<file path="config.mk">
export PLATFORM = sky130hd
export DESIGN_NAME = rr_arbiter_8_enc
export DESIGN_NICKNAME = d
export VERILOG_FILES = /design/src/rtl/rr_arbiter_8_enc.sv
export SDC_FILE = /design/constraint.sdc
export NUM_CORES = 1
export LEC_CHECK = 0
export ABC_CLOCK_PERIOD_IN_PS = 5100
export CORE_MARGIN = 1.5
export CORE_UTILIZATION = 33
export DETAILED_ROUTE_END_ITERATION = 12
export DONT_BUFFER_PORTS = 1
export GPL_TIMING_DRIVEN = 0
export HOLD_SLACK_MARGIN = 0.15
export PLACE_DENSITY = 0.55
export SETUP_SLACK_MARGIN = 0.15
export SYNTH_ARGS = -nofsm -noshare
export SYNTH_HDL_FRONTEND = slang
export SYNTH_SLANG_ARGS = --single-unit
</file>
<file path="constraint.sdc">
create_clock -name clk -period 5.1 [get_ports clk]
set_input_delay 0.51 -clock clk [delete_from_list [all_inputs] [get_ports clk]]
set_output_delay 0.51 -clock clk [all_outputs]
set_load 0.05 [all_outputs]
</file>
<file path="src/rtl/rr_arbiter_8_enc.sv">
// Round-robin arbiter for 8 requesters with registered grant index/enable for a 3-to-8 decoder.
// Optional grant statistics counter enabled by defining ARB_STATS_EN.
module rr_arbiter_8_enc #(
    parameter int HOLD_MAX = 16
) (
    input  logic        clk,
    input  logic        rst,
    input  logic [7:0]  req,
    input  logic        done,
    output logic [2:0]  idx,
    output logic        enab,
    output logic        busy
`ifdef ARB_STATS_EN
    ,
    output logic [15:0] grant_cnt
`endif
);

    typedef enum logic {IDLE, GRANT} state_t;

    localparam logic [15:0] HOLD_LAST = 16'(HOLD_MAX - 1);

    state_t      state_reg, state_next;
    logic [2:0]  idx_reg, idx_next;
    logic [2:0]  ptr_reg, ptr_next;
    logic [15:0] hold_reg, hold_next;
    logic        grant_evt;

    logic [7:0]  rot_req;
    logic [2:0]  offset;
    logic [2:0]  winner;
    logic        release_cond;

    // rot_req[k] is the request that sits k places after the search pointer
    generate
        for (genvar gi = 0; gi < 8; gi++) begin : g_rot
            localparam logic [2:0] OFF = 3'(gi);
            assign rot_req[gi] = req[ptr_reg + OFF];
        end
    endgenerate

    always_comb begin
        offset = 3'd0;
        for (int k = 7; k >= 0; k--) begin
            if (rot_req[k]) offset = 3'(k);
        end
    end

    assign winner = ptr_reg + offset;

    // ptr already points past the owner, so a plain search leaves it last in line
    assign release_cond = done || !req[idx_reg] ||
                          ((HOLD_MAX != 0) && (hold_reg == HOLD_LAST));

    always_comb begin
        state_next = state_reg;
        idx_next   = idx_reg;
        ptr_next   = ptr_reg;
        hold_next  = hold_reg;
        grant_evt  = 1'b0;
        case (state_reg)
            IDLE: begin
                if (|req) begin
                    state_next = GRANT;
                    idx_next   = winner;
                    ptr_next   = winner + 3'd1;
                    hold_next  = 16'd0;
                    grant_evt  = 1'b1;
                end
            end
            GRANT: begin
                if (!release_cond) begin
                    hold_next = hold_reg + 16'd1;
                end else if (|req) begin
                    idx_next  = winner;
                    ptr_next  = winner + 3'd1;
                    hold_next = 16'd0;
                    grant_evt = 1'b1;
                end else begin
                    state_next = IDLE;
                end
            end
            default: state_next = IDLE;
        endcase
    end

    always_ff @(posedge clk) begin
        if (rst) begin
            state_reg <= IDLE;
            idx_reg   <= 3'd0;
            ptr_reg   <= 3'd0;
            hold_reg  <= 16'd0;
        end else begin
            state_reg <= state_next;
            idx_reg   <= idx_next;
            ptr_reg   <= ptr_next;
            hold_reg  <= hold_next;
        end
    end

    assign idx  = idx_reg;
    assign enab = (state_reg == GRANT);
    assign busy = (state_reg == GRANT);

`ifdef ARB_STATS_EN
    logic [15:0] cnt_reg;

    always_ff @(posedge clk) begin
        if (rst) begin
            cnt_reg <= 16'd0;
        end else if (grant_evt && (cnt_reg != 16'hFFFF)) begin
            cnt_reg <= cnt_reg + 16'd1;
        end
    end

    assign grant_cnt = cnt_reg;
`else
    logic unused_grant_evt;
    assign unused_grant_evt = grant_evt;
`endif

endmodule

</file>
==> impl_metrics.env <==
export IMPL_largest_reg_flops=16
export IMPL_cts_max_path_buffers=2
export IMPL_yosysSeqAreaShare_pct=24.7
export IMPL_hold_violations=0
export IMPL_worstHoldStart="hold_reg[5]"
export IMPL_htree_levels=1
export IMPL_cp_startpoint="ptr_reg[0]"
export IMPL_syn_inst=213
export IMPL_synth_cell_type_count=58
export IMPL_yosysMostFrequentCell="dfxtp_1"
export IMPL_dp_hpwl_mm=3.05
export IMPL_dp_slack_ns=0.737
export IMPL_ant_nets=0
export IMPL_crit_path_max_fanout=10
export IMPL_clkSinkCount=23
export IMPL_ff2ff_path_depth=19
export IMPL_fmax_mhz=229
export IMPL_worstSetupPathType="flip-flop to flip-flop"
export IMPL_yosysWarningCount=0
export IMPL_wirelength_mm=4.04
export IMPL_slew_viol_final=0
export IMPL_ys_top_cells_by_count="23 x dfxtp_1, 22 x nor2_1, 13 x nand2_1, 11 x mux2_2"
export IMPL_numCtsBuffers=3
export IMPL_ys_flop_type="dfxtp_1"
export IMPL_finalNonFillerCells=289
export IMPL_leakage_nw=0.733
export IMPL_worst_pin_slew_ns=0.665
export IMPL_timing_final_crit_share_pct=85.7
export IMPL_grt_pass1_wl_mm=6.87
export IMPL_arrival_ns=4.57
export IMPL_avgSynthCellArea_um2=8.73
export IMPL_postSynthRegisterBits=23
export IMPL_nets=235
export IMPL_ir_drop_mv=0.255
export IMPL_crit_path_end="ptr_reg[2]"
export IMPL_die_area_um2=6100
export IMPL_finClkSkew_ns=0.00248
export IMPL_track_usage_pct=13.8
export IMPL_core_rowCount=27
export IMPL_cpMostUsedCell="ha_1"
export IMPL_synth_nets=230
export IMPL_grt_start_max_net_pins=13
export IMPL_slew_headroom_pct=55.6
export IMPL_coreArea_um2=5470
export IMPL_min_path_cells=2
export IMPL_path_cells="buf_6, clkinv_1, ha_1, buf_2, mux2_2, nor3b_1, or4_1, o21ai_2, o221ai_2, a221oi_2, ha_1, inv_1, fa_1, inv_1, ha_1, xor2_1, a211oi_1, o221ai_1, o21ai_1"
export IMPL_synth_area_leaders="dfxtp_1 25%, mux2_2 6.7%, mux2i_1 5.4%, mux4_2 4.8%, nor2_1 4.4%"
export IMPL_worstPathRequired_ns=5.30
export IMPL_rsz0062_at_grt="no"
export IMPL_synth_top_area_cell="dfxtp_1"
export IMPL_p_per_area_nw_per_um2=480
export IMPL_holdBufCountCts=0
export IMPL_synthArstFlopShare_pct=0
export IMPL_crit_path_start_kind="flip-flop"
export IMPL_antenna_cells=0
export IMPL_dp_cells=285
export IMPL_first_global_vias=1448
export IMPL_drive_above_1_share_pct=15.2
export IMPL_r2r_end="ptr_reg[2]"
export IMPL_finalSetupTns_ns=0
export IMPL_synth_top_area_share_pct=24.7
export IMPL_portBuffers=0
export IMPL_r2r_start="ptr_reg[0]"
export IMPL_netlist_area_um2=1860
export IMPL_ios=16
export IMPL_clk_insertion_delay_late_ns=0.27
export IMPL_start_util_pct=34.0
export IMPL_num_vias=1588
export IMPL_hp_class="flip-flop to flip-flop"
export IMPL_setup_viol=0
export IMPL_setup_slack_ns=0.729
export IMPL_status="complete, no violations"
export IMPL_crit_path_max_incr_delay_ns=0.52
export IMPL_drc=0
export IMPL_r2r_slack_ns=0.73
export IMPL_cts_resized=0
export IMPL_cts_root_buf="clkbuf_8"
export IMPL_die_w_um=78.1
export IMPL_synth_edf_count=0
export IMPL_vias_per_cell=5.49
export IMPL_cts_reportedPaths_clkPinSlew_ns=0.08
export IMPL_wl_per_cell_um=14.0
export IMPL_die_y_um=78.1
export IMPL_overflow=0
export IMPL_fin_crit_ns=4.37
export IMPL_drv_cap=0
export IMPL_drt_initial_drc_count=77
export IMPL_dr_pass1_iters=4
export IMPL_slowest_stage="or4_1"
export IMPL_syn_to_final_growth_pct=7.26
export IMPL_cts_setup_buffers=0
export IMPL_grt_antenna_before_repair=0
export IMPL_finalWeightedCongestion=0.789
export IMPL_cts_tree="yes"
export IMPL_end_kind="flip-flop"
==> how the worst min path moves through the flow <==
| stage | end | slack, ns |
|---|---|---|
| 3_5_place_dp | hold_reg[5] | 0.51 |
| 5_1_grt | hold_reg[5] | 0.54 |
| 4_1_cts | hold_reg[5] | 0.52 |
| 2_1_floorplan | hold_reg[5] | 0.47 |
| 3_3_place_gp | hold_reg[5] | 0.49 |
| 6_report | hold_reg[5] | 0.52 |
==> kinds of logic after synthesis <==
kind of cell               Yosys count  share of synthesized area, %
adders and majority gates            6                          4.44
buffers and inverters               20                          4.84
muxes                               29                          20.3
xor gates and xnor gates             8                          3.77
and+or+nand+nor                     90                          26.6
DFF                                 23                          24.7
AOI/OAI and AO/OA                   37                          15.3
==> metal layers <==
| layer | vias up | wire length (um) | GRT usage, % |
|---|---|---|---|
| met5 | - | 0 | 0 |
| met4 | 0 | 31 | 2.68 |
| met3 | 4 | 165 | 2.44 |
| met2 | 32 | 1740 | 21.2 |
| met1 | 744 | 2100 | 20.2 |
| li1 | 808 | - | - |
==> worst max-delay path: cells and delay by family, from the launching register on <==
family	cells	cell delay [ns]
adders and majority gates	4	1.25
AOI/OAI and AO/OA	6	0.99
buffers and inverters	5	0.67
and+or+nand+nor	2	0.58
DFF	1	0.41
muxes	1	0.26
xor gates and xnor gates	1	0.16
==> cells in the final DEF (no fill, tap or decap), types with 4 or more instances in the layout <==
cell and count:
a21oi_1 7, and3_1 8, clkbuf_1 5, dfxtp_1 23, ha_1 5, inv_1 6, mux2_2 11, mux2i_1 10
mux4_2 4, nand2_1 13, nand3_1 10, nand4_1 9, nor2_1 22, nor3_1 4, nor4_1 5, o21ai_0 4
xor2_1 8
==> through the flow <==
step           hold WS, ns  utilization (%)  instance area [um2]  total power [mW]
5_1_grt              0.544             36.5                 2000              1.04
3_3_place_gp         0.488             35.6                 1950             0.845
4_1_cts              0.517             36.5                 2000             0.964
3_5_place_dp         0.505             35.6                 1950             0.845
6_report             0.518             36.5                 2000             0.958
2_1_floorplan        0.465                -                 1860             0.745
==> area by class of cell <==
cell class | instances | area (um2)
clock buffers | 4 | 45.0
inverters | 8 | 30.0
well taps | 72 | 90.1
multi-input cells | 170 | 1310
fillers | 568 | 3480
flip-flops and latches | 23 | 460
plain buffers | 12 | 60.1
==> power breakdown <==
group          switching (mW)  leakage (nW)  internal (mW)
Sequential             0.0599         0.187          0.201
Clock                  0.0579        0.0228         0.0558
Combinational           0.310         0.523          0.274
Total                   0.428         0.733          0.530
No activity file was read; power rests on OpenSTA's default activity.
